File: src/rtl/key_operand_builder.sv
// Keypad event qualifier and BCD operand/operator assembler for the calculator ALU.
// Each qualified press on the scanner's ready level becomes exactly one key event.
module key_operand_builder #(
    parameter int DIGITS      = 4,
    parameter int HOLD_CYCLES = 50000
) (
    input  logic                  clk,
    input  logic                  rst_n,
    input  logic [3:0]            tecla,
    input  logic                  ready,
    output logic                  cmd_valid,
    input  logic                  cmd_ready,
    output logic [4*DIGITS-1:0]   operand_a,
    output logic [4*DIGITS-1:0]   operand_b,
    output logic [1:0]            op_code,
    output logic [4*DIGITS-1:0]   display,
    output logic                  key_pulse,
    output logic                  digit_ovf
);

    // state  | meaning
    // S_A    | entering operand A
    // S_B    | operator chosen, entering operand B
    // S_WAIT | command presented, waiting for ALU handshake
    typedef enum logic [1:0] {S_A, S_B, S_WAIT} state_t;

    localparam int W  = 4 * DIGITS;
    localparam int CW = $clog2(DIGITS + 1);
    localparam int RW = $clog2(HOLD_CYCLES + 1);

    state_t          state, state_nx;
    logic            rdy_q1, rdy_q2, armed;
    logic [RW-1:0]   rel_cnt;
    logic            key_ev;
    logic [CW-1:0]   count_a, count_b, count_a_nx, count_b_nx;
    logic [W-1:0]    a_nx, b_nx;
    logic [1:0]      op_nx;
    logic            valid_nx, ovf_nx;
    logic            is_digit, is_op, is_eq, is_clr;
    logic [3:0]      op_diff;

    assign key_ev   = rdy_q1 & ~rdy_q2 & armed;
    assign is_digit = (tecla <= 4'h9);
    assign is_op    = (tecla >= 4'hA) && (tecla <= 4'hD);
    assign is_eq    = (tecla == 4'hE);
    assign is_clr   = (tecla == 4'hF);
    assign op_diff  = tecla - 4'hA;

    // Release qualification: down-counter reloads while the key is held and
    // re-arms on terminal count after HOLD_CYCLES consecutive released cycles.
    always_ff @(posedge clk or negedge rst_n) begin
        if (!rst_n) begin
            rdy_q1    <= 1'b0;
            rdy_q2    <= 1'b0;
            armed     <= 1'b1;
            rel_cnt   <= '0;
            key_pulse <= 1'b0;
        end else begin
            rdy_q1    <= ready;
            rdy_q2    <= rdy_q1;
            key_pulse <= key_ev;
            if (rdy_q1)
                rel_cnt <= RW'(HOLD_CYCLES);
            else if (rel_cnt != '0)
                rel_cnt <= rel_cnt - RW'(1);
            if (key_ev)
                armed <= 1'b0;
            else if (!rdy_q1 && rel_cnt == RW'(1))
                armed <= 1'b1;
        end
    end

    always_ff @(posedge clk or negedge rst_n) begin
        if (!rst_n) begin
            state     <= S_A;
            operand_a <= '0;
            operand_b <= '0;
            count_a   <= '0;
            count_b   <= '0;
            op_code   <= 2'b00;
            cmd_valid <= 1'b0;
            digit_ovf <= 1'b0;
        end else begin
            state     <= state_nx;
            operand_a <= a_nx;
            operand_b <= b_nx;
            count_a   <= count_a_nx;
            count_b   <= count_b_nx;
            op_code   <= op_nx;
            cmd_valid <= valid_nx;
            digit_ovf <= ovf_nx;
        end
    end

    always_comb begin
        state_nx   = state;
        a_nx       = operand_a;
        b_nx       = operand_b;
        count_a_nx = count_a;
        count_b_nx = count_b;
        op_nx      = op_code;
        valid_nx   = cmd_valid;
        ovf_nx     = 1'b0;
        case (state)
            S_A: begin
                if (key_ev) begin
                    if (is_digit) begin
                        if (count_a == CW'(DIGITS)) begin
                            ovf_nx = 1'b1;
                        end else begin
                            a_nx       = {operand_a[W-5:0], tecla};
                            count_a_nx = count_a + CW'(1);
                        end
                    end else if (is_op) begin
                        op_nx      = op_diff[1:0];
                        b_nx       = '0;
                        count_b_nx = '0;
                        state_nx   = S_B;
                    end else if (is_clr) begin
                        a_nx       = '0;
                        b_nx       = '0;
                        count_a_nx = '0;
                        count_b_nx = '0;
                        op_nx      = 2'b00;
                    end
                end
            end
            S_B: begin
                if (key_ev) begin
                    if (is_digit) begin
                        if (count_b == CW'(DIGITS)) begin
                            ovf_nx = 1'b1;
                        end else begin
                            b_nx       = {operand_b[W-5:0], tecla};
                            count_b_nx = count_b + CW'(1);
                        end
                    end else if (is_op) begin
                        // Operator may be changed only until B's first digit.
                        if (count_b == '0)
                            op_nx = op_diff[1:0];
                    end else if (is_eq) begin
                        valid_nx = 1'b1;
                        state_nx = S_WAIT;
                    end else if (is_clr) begin
                        a_nx       = '0;
                        b_nx       = '0;
                        count_a_nx = '0;
                        count_b_nx = '0;
                        op_nx      = 2'b00;
                        state_nx   = S_A;
                    end
                end
            end
            S_WAIT: begin
                if (cmd_valid && cmd_ready) begin
                    valid_nx   = 1'b0;
                    a_nx       = '0;
                    b_nx       = '0;
                    count_a_nx = '0;
                    count_b_nx = '0;
                    op_nx      = 2'b00;
                    state_nx   = S_A;
                end
            end
            default: state_nx = S_A;
        endcase
    end

    always_comb begin
        display = operand_a;
        case (state)
            S_B:     display = (count_b != '0) ? operand_b : operand_a;
            S_WAIT:  display = operand_b;
            default: display = operand_a;
        endcase
    end

endmodule

File: config.mk
export PLATFORM = sky130hd
export DESIGN_NAME = key_operand_builder
export DESIGN_NICKNAME = d
export VERILOG_FILES = /design/src/rtl/key_operand_builder.sv
export SDC_FILE = /design/constraint.sdc
export NUM_CORES = 1
export LEC_CHECK = 0
export BUFFER_PORTS_ARGS = -buffer_cell sky130_fd_sc_hd__buf_2
export CAP_MARGIN = 20
export CORE_ASPECT_RATIO = 0.8
export CORE_MARGIN = 3
export CORE_UTILIZATION = 40
export CTS_BUF_LIST = sky130_fd_sc_hd__clkbuf_16
export DETAILED_ROUTE_END_ITERATION = 10
export GPL_ROUTABILITY_DRIVEN = 0
export RECOVER_POWER = 25
export SLEW_MARGIN = 20
export SYNTH_ARGS = -nofsm -noshare
export SYNTH_HDL_FRONTEND = slang
export SYNTH_SLANG_ARGS = --single-unit
File: constraint.sdc
create_clock -name clk -period 4.48 [get_ports clk]
set_clock_uncertainty 0.05 [all_clocks]
set_input_delay 0.448 -clock clk [delete_from_list [all_inputs] [get_ports clk]]
set_output_delay 0.448 -clock clk [all_outputs]
set_load 0.1 [all_outputs]
==> impl_metrics.yaml, run 1 <==
synth:
  yosysSeqAreaShare: 0.4490
  synth_most_common_cell: "dfrtp_1"
  synth_area_mm2: 0.003570
  synth_area_leaders: "dfrtp_1, a22o_1, a21oi_1"
  synth_top_area_frac: 0.4416
  synthFlopType: "dfrtp_1"
  ys_async_sr_fraction: 1.000
  synth.avg_cell_area_um2: 10.11
  synth_nets: 372
  syn_inst: 353
  synthTopCellsByCount: "dfrtp_1, a22o_1, a21oi_1"
  synth-edff-count: 0
  ys_ff_latch: 64
  synth.largest_area_cell: "dfrtp_1"
  synth_warnings: 0
  synth_cell_types: 59
setup_path:
  end_kind: "primary output"
  required_ps: 3980
  crit_arrival_ps: 2810
  crit_path_frequent_cell: "nor2_1"
  crit_buf_inv: 4
  critical_path.cell_chain: "inv_1, ha_1, inv_2, a21oi_1, nor2_1, nor2_1, buf_4, a22o_1, buf_2"
  reg2reg_to: "count_a[0]"
  r2r_cells: 5
  path_class: "reg -> out"
  cpPeakStageDelay_ps: 560
  cp.depth: 9
  cp_slowest_cell: "ha_1"
  critPathMaxFanout: 16
  startpoint_type: "flip-flop"
  regToRegSetupSlack_ps: 1640
  reg2reg_from: "rdy_q1"
  critical_path.top_delay_family: "buffers and inverters"
min_path:
  holdPathEnd: "rdy_q1"
  min_path_cells: 1
  min-delay-start: "ready"
  hp-class: "in -> reg"
drt:
  num_vias: 3057
  wl_met3_um: 508
  drt-initial-drc-count: 270
  wirelength_met1_um: 4484
  drtAntennaViolNets: 0
  drtPass1Iterations: 5
  drc_errors: 0
  wl_um: 9134
  routed.top_layer: "met4"
  wl_per_cell_um: 17.43
  post_drt_via_cell_ratio: 5.834
  met2_length_um: 4064
flow_run:
  drv_cap: 1
floorplanning:
  dieWidth_um: 111.6
  die_h_um: 90.50
  row_count: 30
  die_area_mm2: 0.01010
  initial_utilization: 0.4153
  core_mm2: 0.008596
  boundaryPins: 61
finish:
  fillers: 807
  fin_area_mm2: 0.004233
  nNetsFinal: 426
  area_growth_syn_to_layout_pct: 18.58
  multi_input_area_mm2: 0.001795
  seqCellArea_mm2: 0.001603
  n_antenna_cell: 0
  drive_gt1_frac: 0.2282
  fin_cells: 524
timing:
  grt_setup_unrepaired: "no"
  fin_crit_sh: 0.7389
  slew_viol_final: 45
  hold_viol: 0
  finalSetupViolations: 0
  fin_setup_tns_ps: 0
  slew_headroom: -0.5892
  min_period_ps: 3310
  fmax_ghz: 0.3021
  tightest_slew_ps: 2384
clock_network:
  post_cts_buffers: 0
  cts_sinks: 64
  cts_made_buffers: 9
  cts_root_buf: "clkbuf_16"
  clock_latency_ps: 330
  clkTransAtPathRegs_ps: 60
  cts_buffer_depth: 2
  cts_hold_buffers: 0
  cts_resized: 0
  htree_levels: 3
  cts_tree: "built"
global_route:
  grt_pass1_wl_um: 15510
  gr-total-overflow: 0
  grt_max_degree: 45
  grt_usage: 0.1896
  antenna_found_initial: 0
  grt_pass1_vias: 2782
pwr:
  cellLeakagePower_nw: 1.956
  switching_share: 0.5324
  vdd_drop_max_v: 0.0005588
  p_seq_frac: 0.252
  p_per_area_mw_per_mm2: 766.1
  power_w: 0.003243
  pwr-share-comb: 0.523
  intPower_w: 0.001516
  p_switching_w: 0.001727
  p_clk_frac: 0.225
place:
  dp_hpwl_um: 6383
  port_buffers: 60
  dpl_cell_area_mm2: 0.003923
  dp_cells: 508
run_status:
  violations: "capacitance limit, slew limit"
  run_status: "complete, but fails checks"
## cell families (layout without fill, tap and decap cells)
logic type,count (synthesis),in the layout,share of synthesized area
multiplexers,4,4,0.01227
XOR/XNOR,11,11,0.02699
buffers and inverters,38,97,0.04872
adder cells (fa/ha/maj),11,11,0.03856
flip-flops,64,64,0.4490
AO/OA/AOI/OAI,136,136,0.2780
AND/OR/NAND/NOR,89,89,0.1465
## per-layer routing
layer,up-vias,global-route usage
met5,-,0
met2,84,0.2615
met4,0,0.04863
li1,1435,-
met1,1528,0.2901
met3,10,0.05291
## final cells by class
type | count | share of cell area
Clock buffer | 9 | 0.05321
Clock inverter | 7 | 0.02069
Inverter | 19 | 0.01685
Multi-Input combinational cell | 251 | 0.4242
Sequential cell | 64 | 0.3787
Tap cell | 112 | 0.03311
Timing Repair Buffer | 62 | 0.07331
## sequential cells by signal, summed over array words and instances, names as in the netlist
name,count
cmd_valid,1
count_a,3
armed,1
op_code,2
operand_b,16
operand_a,16
rdy_q2,1
count_b,3
rdy_q1,1
key_pulse,1
rel_cnt,16
digit_ovf,1
state,2
## layout by cell type (no fill, tap or decap), types with 3 or more instances in the layout
master and count:
nor2_1 25, o31ai_1 4, nand4_1 7, buf_2 59, inv_1 18, and2_1 4
nand3_1 6, o211ai_1 5, nor2b_1 3, nor4_1 4, clkbuf_16 9, nand2b_1 6
nor3_1 6, xor2_1 9, or4_1 3, o21ai_0 7, a22o_1 46, a21oi_1 30
a21o_1 4, o21ai_1 17, a41oi_1 3, ha_1 11, dfrtp_1 63, nand2_1 11
## stage by stage
step,util,hold slack (ps),setup slack [ps]
after floorplan,-,102.4,1460
after global placement,0.4563,374.2,1557
after detailed placement,0.4563,383.1,1592
after CTS,0.4927,24.07,1200
after global routing,0.4924,172.3,662.3
final,0.4924,178.1,1170
## worst max path at each step
stage | from | slack [ps] | end
after CTS | state[1] | 1200 | display[11]
after detailed placement | state[1] | 1590 | display[11]
after floorplan | state[1] | 1460 | display[11]
after global routing | rst_n | 660 | operand_b[3]
final | state[1] | 1170 | display[2]
after global placement | state[1] | 1560 | display[11]
## power groups by stage
stage	clock network [W]	registers, W	logic (W)
after CTS	0.000750	0.000813	0.00170
after detailed placement	0	0.000821	0.00169
final	0.000731	0.000816	0.00170
after floorplan	0	0.00128	0.000957
after global placement	0	0.000820	0.00169
after global routing	0.000776	0.000831	0.00178
Note: power is estimated with default switching activity, not from simulation.
==> inputs of run 2 (changes only) <==
--- a/config.mk
+++ b/config.mk
@@ -5,6 +5,7 @@
 export SDC_FILE = /design/constraint.sdc
 export NUM_CORES = 1
 export LEC_CHECK = 0
+export ABC_AREA = 1
 export BUFFER_PORTS_ARGS = -buffer_cell sky130_fd_sc_hd__buf_2
 export CAP_MARGIN = 20
 export CORE_ASPECT_RATIO = 0.8
==> constraint.sdc (replaced) <==
create_clock -name clk -period 2.95 [get_ports clk]
set_clock_uncertainty 0.05 [all_clocks]
set_input_delay 0.295 -clock clk [delete_from_list [all_inputs] [get_ports clk]]
set_output_delay 0.295 -clock clk [all_outputs]
set_load 0.1 [all_outputs]
==> impl_metrics.yaml, run 2 <==
setup_path:
  regToRegSetupSlack_ps: 630
  critical_path.cell_chain: "inv_1, ha_1, inv_1, buf_4, o32ai_1, buf_12"
  crit_arrival_ps: 2390
  startpoint_type: "flip-flop"
  cp_slowest_cell: "ha_1"
  required_ps: 2610
  end_kind: "primary output"
  crit_buf_inv: 4
  path_class: "reg -> out"
  crit_path_frequent_cell: "inv_1"
  critPathMaxFanout: 19
  critical_path.top_delay_family: "buffers and inverters"
  cpPeakStageDelay_ps: 530
  cp.depth: 6
  r2r_cells: 10
global_route:
  antenna_found_initial: 0
  grt_max_degree: 48
  grt_pass1_vias: 4220
  grt_pass1_wl_um: 21790
  grt_usage: 0.2093
  gr-total-overflow: 0
synth:
  synthMuxAreaShare: 0
  synth_most_common_cell: "nand2_1"
  synth.avg_cell_area_um2: 6.564
  synth_area_mm2: 0.004614
  synth-edff-count: 0
  ys_ff_latch: 64
  synthFlopType: "dfrtp_1"
  ys_async_sr_fraction: 1.000
  synth_warnings: 0
  synth.largest_area_cell: "dfrtp_1"
  syn_inst: 703
  synth_nets: 722
  synth_compound_area_frac: 0.09029
  synth-adder-area-share: 0.02983
  synthTopCellsByCount: "nand2_1, inv_1, dfrtp_1"
  synth_top_family_by_area: "simple AND/OR/NAND/NOR gates"
  yosysSeqAreaShare: 0.3473
  synth_cell_types: 34
  synth_xor_area_frac: 0.007592
  synth-simple-area-share: 0.4192
  synth_top_area_frac: 0.3416
  synth_area_leaders: "dfrtp_1, nand2_1, nand3_1"
drt:
  post_drt_via_cell_ratio: 5.153
  drtAntennaViolNets: 0
  wl_per_cell_um: 14.50
  wl_um: 13080
  drt-initial-drc-count: 413
  num_vias: 4648
  drtPass1Iterations: 5
  drc_errors: 0
finish:
  drive_gt1_frac: 0.1464
  fin_area_mm2: 0.005494
  n_antenna_cell: 0
  nNetsFinal: 772
  largestRegisters: "operand_a x16, operand_b x16, rel_cnt x16"
  fin_cells: 902
  mostFrequentLayoutCells: "nand2_1, inv_1, dfrtp_1, nand3_1, nor2_1"
  area_growth_syn_to_layout_pct: 19.06
  mostFrequentLayoutCell: "nand2_1"
timing:
  min_period_ps: 2739
  hold_ws_ps: 14.40
  hold_viol: 0
  fin_setup_tns_ps: 0
  grt_setup_unrepaired: "no"
  fmax_ghz: 0.3652
  slew_headroom: -0.1942
  tightest_slew_ps: 1791
  finalSetupViolations: 0
  fin_crit_sh: 0.9283
  slew_viol_final: 31
clock_network:
  cts_resized: 0
  cts_made_buffers: 9
  cts_buffer_depth: 2
  cts_root_buf: "clkbuf_16"
  htree_levels: 3
  cts_sinks: 64
  clkTransAtPathRegs_ps: 60
  clock_latency_ps: 340
  cts_tree: "built"
floorplanning:
  boundaryPins: 61
  dieWidth_um: 126.1
  core_mm2: 0.01106
  die_h_um: 102.1
  initial_utilization: 0.4172
  die_area_mm2: 0.01287
  row_count: 34
min_path:
  min_path_cells: 1
  hp-class: "in -> reg"
pwr:
  p_per_area_mw_per_mm2: 377.1
  power_w: 0.002072
  vdd_drop_max_v: 0.0002415
  cellLeakagePower_nw: 2.868
run_status:
  violations: "capacitance limit, slew limit"
  run_status: "complete, but fails checks"
flow_run:
  drv_cap: 1
place:
  port_buffers: 60
  dp_hpwl_um: 9542
  dpl_cell_area_mm2: 0.005226
  dp_cells: 885
## run 2: changes by cell type in the layout (fill, tap and decap cells not counted), moves of 9 or more
| cell | delta |
|---|---|
| o21ai_0 | +33 |
| buf_12 | +17 |
| o32ai_1 | +12 |
| buf_2 | -16 |
| a22o_1 | -46 |
| nand4_1 | +9 |
| inv_1 | +57 |
| nand2_1 | +278 |
| a21oi_1 | -25 |
| nand3_1 | +56 |
| nor2_1 | +21 |
## run 2: worst paths after layout
check | start | endpoint
worst max-delay path | state[0] | display[11]
worst min-delay path | ready | rdy_q1
worst max register to register | state[0] | operand_b[3]
worst min register to register | op_code[1] | op_code[1]
max in group asynchronous | rst_n | operand_b[3]
min in group asynchronous | rst_n | rel_cnt[13]
## run 2: repair_timing
action,in CTS,in global routing
hold buffers,1,0
hold endpoints to repair,30,0
buffers inserted,0,0
## run 2: kinds of logic (layout without fill, tap and decap cells)
family	count (synthesis)	after routing
XOR/XNOR	4	4
buffers and inverters	110	165
AND/OR/NAND/NOR	442	442
flip-flops	64	64
AO/OA/AOI/OAI	72	72
adder cells (fa/ha/maj)	11	11
## run 2: report_power, final
part / switching [W] / internal, W / total, W
Clock: 0.000417 / 0.000568 / 0.000985
Combinational: 0.000131 / 0.0000498 / 0.000181
Sequential: 0.0000135 / 0.000892 / 0.000906
Total: 0.000562 / 0.00151 / 0.00207
## run 2: cell type report
class	count	area, µm²
Tap cell	144	180.2
Timing Repair Buffer	70	629.4
Clock inverter	7	46.29
Clock buffer	9	225.2
Inverter	79	296.5
Multi-Input combinational cell	529	2514
Sequential cell	64	1603
Fill cell	1132	5567
## run 2: per-stage QoR
stage,worst slack (ps),utilization
2_1_floorplan,-1004,-
3_3_place_gp,683.5,0.4725
3_5_place_dp,564.9,0.4725
4_1_cts,209.2,0.4980
5_1_grt,19.83,0.4967
6_report,211.5,0.4967
## run 2: layer usage
metal,share of wire,global-route usage,up-vias
met4,0.012,0.05276,0
li1,-,-,2339
met5,0,0,-
met3,0.060,0.04284,15
met2,0.44,0.3290,144
met1,0.48,0.2980,2150
